--- config.mk ---
export PLATFORM = sky130hd
export DESIGN_NAME = systolic_tile_seq
export DESIGN_NICKNAME = d
export VERILOG_FILES = /design/src/rtl/systolic_tile_seq.sv
export SDC_FILE = /design/constraint.sdc
export NUM_CORES = 1
export LEC_CHECK = 0
export BUFFER_PORTS_ARGS = -buffer_cell sky130_fd_sc_hd__buf_2
export CAP_MARGIN = 5
export CELL_PAD_IN_SITES_DETAIL_PLACEMENT = 1
export CELL_PAD_IN_SITES_GLOBAL_PLACEMENT = 2
export CORE_ASPECT_RATIO = 1.2
export CORE_MARGIN = 8
export CORE_UTILIZATION = 35
export DETAILED_ROUTE_END_ITERATION = 8
export PLACE_DENSITY_LB_ADDON = 0.12
export SYNTH_ARGS = -nofsm -noshare
export SYNTH_HDL_FRONTEND = slang
export SYNTH_SLANG_ARGS = --single-unit
--- constraint.sdc ---
create_clock -name clk -period 3.61 [get_ports clk]
set_clock_uncertainty 0.05 [all_clocks]
set_input_delay 0.361 -clock clk [delete_from_list [all_inputs] [get_ports clk]]
set_output_delay 0.361 -clock clk [all_outputs]
set_load 0.005 [all_outputs]
--- src/rtl/systolic_tile_seq.sv ---
// Tile sequencer for a weight-stationary systolic array: load weights, stream activations,
// drain the skewed pipeline. Optional stall counter built when SYS_SEQ_PERF_EN is defined.
module systolic_tile_seq #(
  parameter int unsigned H  = 32,
  parameter int unsigned W  = 32,
  parameter int unsigned NW = 16
) (
  input  logic          clk,
  input  logic          rst,
  input  logic          start,
  input  logic [NW-1:0] num_vec,
  output logic          busy,
  output logic          done,
  input  logic          wbuf_valid,
  output logic          wbuf_ready,
  input  logic          act_valid,
  output logic          act_ready,
  input  logic          out_ready,
  output logic          w_ps,
  output logic          arr_en,
  output logic          psum_valid,
  output logic [31:0]   stall_cycles
);

  localparam int unsigned LAT = H + W - 1;
  localparam int unsigned RW  = (H > 1) ? $clog2(H) : 1;
  localparam logic [RW-1:0] RowLast = RW'(H - 1);

  typedef enum logic [1:0] {StIdle, StLoadW, StStream, StDrain} state_e;

  state_e          state_q;
  logic [RW-1:0]   row_cnt_q;
  logic [NW-1:0]   vec_cnt_q;
  logic [NW-1:0]   num_vec_q;
  logic [LAT-1:0]  pend_q;
  logic [LAT-1:0]  pend_d;
  logic [LAT:0]    pend_ext;
  logic            done_q;

  always_comb begin
    wbuf_ready = 1'b0;
    act_ready  = 1'b0;
    arr_en     = 1'b0;
    w_ps       = 1'b0;
    unique case (state_q)
      StLoadW: begin
        w_ps       = 1'b1;
        wbuf_ready = 1'b1;
        arr_en     = wbuf_valid;
      end
      StStream: begin
        act_ready = out_ready;
        arr_en    = act_valid & out_ready;
      end
      StDrain:  arr_en = out_ready;
      default:  ;
    endcase
  end

  // A 1 enters the pending line for each streamed vector; its exit marks a real psum.
  always_comb begin
    pend_ext   = {pend_q, (state_q == StStream)};
    pend_d     = arr_en ? pend_ext[LAT-1:0] : pend_q;
    psum_valid = arr_en & pend_q[LAT-1];
  end

  assign busy = (state_q != StIdle);
  assign done = done_q;

  always_ff @(posedge clk) begin
    if (!rst) begin
      state_q   <= StIdle;
      row_cnt_q <= '0;
      vec_cnt_q <= '0;
      num_vec_q <= '0;
      pend_q    <= '0;
      done_q    <= 1'b0;
    end else begin
      done_q <= 1'b0;
      pend_q <= pend_d;
      unique case (state_q)
        StIdle: begin
          if (start) begin
            num_vec_q <= num_vec;
            row_cnt_q <= '0;
            vec_cnt_q <= '0;
            state_q   <= StLoadW;
          end
        end
        StLoadW: begin
          if (wbuf_valid) begin
            row_cnt_q <= row_cnt_q + RW'(1);
            if (row_cnt_q == RowLast) begin
              state_q <= (num_vec_q == '0) ? StDrain : StStream;
            end
          end
        end
        StStream: begin
          if (arr_en) begin
            vec_cnt_q <= vec_cnt_q + NW'(1);
            if (vec_cnt_q == num_vec_q - NW'(1)) begin
              state_q <= StDrain;
            end
          end
        end
        StDrain: begin
          if (pend_d == '0) begin
            state_q <= StIdle;
            done_q  <= 1'b1;
          end
        end
        default: state_q <= StIdle;
      endcase
    end
  end

`ifdef SYS_SEQ_PERF_EN
  logic [31:0] stall_q;

  always_ff @(posedge clk) begin
    if (!rst) begin
      stall_q <= '0;
    end else if (state_q == StIdle && start) begin
      stall_q <= '0;
    end else if (busy && !arr_en && stall_q != 32'hFFFF_FFFF) begin
      stall_q <= stall_q + 32'd1;
    end
  end

  assign stall_cycles = stall_q;
`else
  assign stall_cycles = '0;
`endif

endmodule

==> metrics.md <==
| Metric | Value |
|---|---|
| Crit path arrival time | roughly 3100 ps |
| Vias per cell | ~5.1 |
| Die area | between 0.015 and 0.02 mm² |
| # Max-Cap Violations | 0 |
| Post-Layout Cell Count | 824 |
| Hold_ws | approximately 210 ps |
| Final period util | 0.807 |
| CTS root buf | clkbuf_16 |
| Ys async rst share | 0 |
| Syn Area/Cell | a little over 8 µm² |
| H-tree levels | 3 |
| Antenna violations before repair | 0 |
| Die height | between 100 and 150 µm |
| Maximum vdd drop | roughly 0.0002 V |
| Post-synth top area cell | dfxtp_1 |
| WL/cell | roughly 16 µm |
| Post-route minimum period | 2910 ps |
| Synth Instances | roughly 640 |
| Total number of vias | 4184 |
| First-pass GRT wire length | 22300 µm |
| Iter 0 DRT Violations | roughly 210 |
| Critical Path RT | 3790 ps |
| Endpoints failing setup | 0 |
| Core area | around 0.014 mm² |
| Routed Antenna Nets | 0 |
| Share of cells above drive strength 1 | 0.102 |
| Post CTS Setup Buffer Count | 0 |
| Post-CTS sizing | 0 |
| Number of flops mapped to enable cells by yosys | 0 |
| I/O pin count | 61 |
| Num CTS Buffers | 9 |
| Synth top area share | 0.400 |
| Final WL | 13300 µm |
| CP Launch Type | register |
| CP Class | register to register |
| Placement Rows | 48 |
| # port buffers | 28 |
| #FFs+latches synth | 103 |
| RSZ-0062 raised after global routing | no |
| Distinct cell type count after synthesis | 59 |
| Clock Pin Slew Worst Setup and Hold Paths | 70 ps |
| Hold_sp | num_vec[15] |
| Setup_tns | 0 ps |
| # nets final | ~680 |
| Post-Syn Area | slightly above 0.005 mm² |
| FF-to-FF Start | state_q[0]$_SDFFE_PN0P_ |
| First-pass iteration count of the detailed router | 4 |
| Crit end category | register |
| Max Root-Sink Buffers | 2 |
| Syn-to-layout area delta | 8.30% |
| N_diodes | 0 |
| Gp weighted congestion | 0.797 |
| Final Hold Vio Count | 0 |
| Synth area leaders | dfxtp_1, nand2_1, a21boi_0 |
| Worst-Skew Late Latency | ~350 ps |
| CP max FO | 12 |
| Rel. slew slack | 0.330 |
| Starting Density | 0.358 |
| Fin. max-slew vios | 0 |
| Post-synth top flop | dfxtp_1 |
| F_max | around 0.34 GHz |
| Crit path from | state_q[0]$_SDFFE_PN0P_ |
| P_leak | between 1.5 and 2 nW |
| Largest net degree at the start of global routing | 62 |
| CTS Hold Buffers Added | 0 |
| Placed cell count | between 800 and 900 |
| Post-route DRC | 0 |
| Fillers | between 1500 and 2000 |
| Register area share after synthesis | 0.400 |
| GRT Residual Overflow | 0 |
| Pin slew with the least headroom to its limit | between 1000 and 1500 ps |
| Sink Count | a little over 100 |
| PD cells | between 500 and 600 mW/mm² |
| Vias in the first global route | 4424 |
| Status | finished, final reports clean |
| CTS tree | yes |
| Syn. warnings | 0 |
| Post-DP HPWL | 9700 µm |
| GRT Total Usage | 0.146 |
| DIE WIDTH | 127 µm |
| Hold Path Class | input port to register |
==> metal layers <==
metal  global-route usage  wire length (µm)  part of all wire  up-vias
met3               0.0218               265             0.020       21
met4               0.0614               306             0.023        0
li1                     -                 -                 -     2111
met2                0.276              7090              0.54       36
met1                0.159              5590              0.42     2016
met5                    0                 0                 0        -
==> cells in the mapped netlist, types with 2 or more instances <==
master,number
buf_6,2
nor4b_1,2
and2_1,8
o211ai_1,2
a211oi_1,2
nor2_1,18
nand4_1,12
nor3_1,7
a21oi_1,11
a31oi_1,2
and3_1,2
mux2_2,3
nor2b_1,7
a21boi_0,79
nand3_1,8
xor2_1,12
o21ai_0,13
ha_1,9
dfxtp_1,103
xnor2_1,17
buf_4,34
o311ai_0,2
o31ai_1,2
nand2_1,174
nor4_1,23
clkbuf_1,32
a22oi_1,4
or3_1,4
inv_1,11
nand2b_1,2
==> worst max-delay path: stages, from the launching register on <==
cell and delay (ps):
dfxtp_1 430, inv_1 130, ha_1 210, buf_4 170, a21o_1 180, a21boi_1 190, or2_2 200, o211ai_1 110
a221oi_1 610, mux2i_1 170, a311o_1 340
==> layout by cell type (no fill, tap or decap), types with 4 or more instances in the layout <==
cell | synthesis | routed
a21oi_1 | 11 | 11
inv_1 | 11 | 10
a22oi_1 | 4 | 4
nand3_1 | 8 | 8
xor2_1 | 12 | 12
nor2_1 | 18 | 18
clkbuf_16 | 0 | 9
nand2_1 | 174 | 174
buf_4 | 34 | 9
o21ai_0 | 13 | 13
nand4_1 | 12 | 12
and2_1 | 8 | 8
ha_1 | 9 | 9
dfxtp_1 | 103 | 103
buf_2 | 1 | 28
a21boi_0 | 79 | 79
nor4_1 | 23 | 23
conb_1 | 1 | 32
nor2b_1 | 7 | 7
xnor2_1 | 17 | 17
or3_1 | 4 | 4
nor3_1 | 7 | 7
==> power by group <==
group	internal (mW)	switching [mW]	total, mW
registers	1.18	0.0755	1.26
clock network	0.525	0.437	0.961
logic	0.311	0.543	0.853
==> final timing paths <==
| check | end | slack (ps) | cells after the start |
|---|---|---|---|
| setup / recovery | state_q[1]$_SDFFE_PN0P_ | 700 | 10 |
| hold / removal | num_vec_q[15]$_SDFFE_PN0P_ | 210 | 3 |
| setup reg to reg | state_q[1]$_SDFFE_PN0P_ | 700 | 10 |
| hold reg to reg | pend_q[34]$_SDFF_PN0_ | 430 | 2 |
==> kinds of logic (layout without fill, tap and decap cells) <==
kind of cell / count (synthesis) / after routing / synth area share
AOI/OAI and AO/OA: 130 / 130 / 0.182
adders and majority gates: 9 / 9 / 0.0219
and+or+nand+nor: 279 / 279 / 0.251
DFF: 103 / 103 / 0.400
xor gates and xnor gates: 29 / 29 / 0.0493
other: 1 / 32 / 0.000728
buffers and inverters: 81 / 63 / 0.0869
muxes: 4 / 4 / 0.00850
==> cell type report <==
cell class | count | area [µm²] | area share
sequential | 103 | 2060 | 0.369
inverter | 11 | 41.3 | 0.00740
clock buffer | 12 | 267 | 0.0477
multi-input combinational | 483 | 2760 | 0.495
tap | 175 | 219 | 0.0392
timing repair buffer | 37 | 208 | 0.0372
clock inverter | 3 | 25.0 | 0.00448
==> per-stage QoR <==
step / power (mW) / worst slack, ps / utilization / instance area (µm²)
finish: 3.07 / 697 / 0.387 / 5580
global route: 3.29 / 456 / 0.387 / 5580
CTS: 3.13 / 694 / 0.387 / 5580
detailed placement: 2.15 / 709 / 0.367 / 5290
global placement: 2.14 / 816 / 0.367 / 5290
floorplan: 1.92 / 1100 / - / 5270
==> sequential cells by signal, indices dropped and copies added, names as in the netlist <==
name and flops:
done 1, num_vec_q 16, pend_q 63, row_cnt_q 5
state_q 2, vec_cnt_q 16
Power figures use the tool's default switching activity.
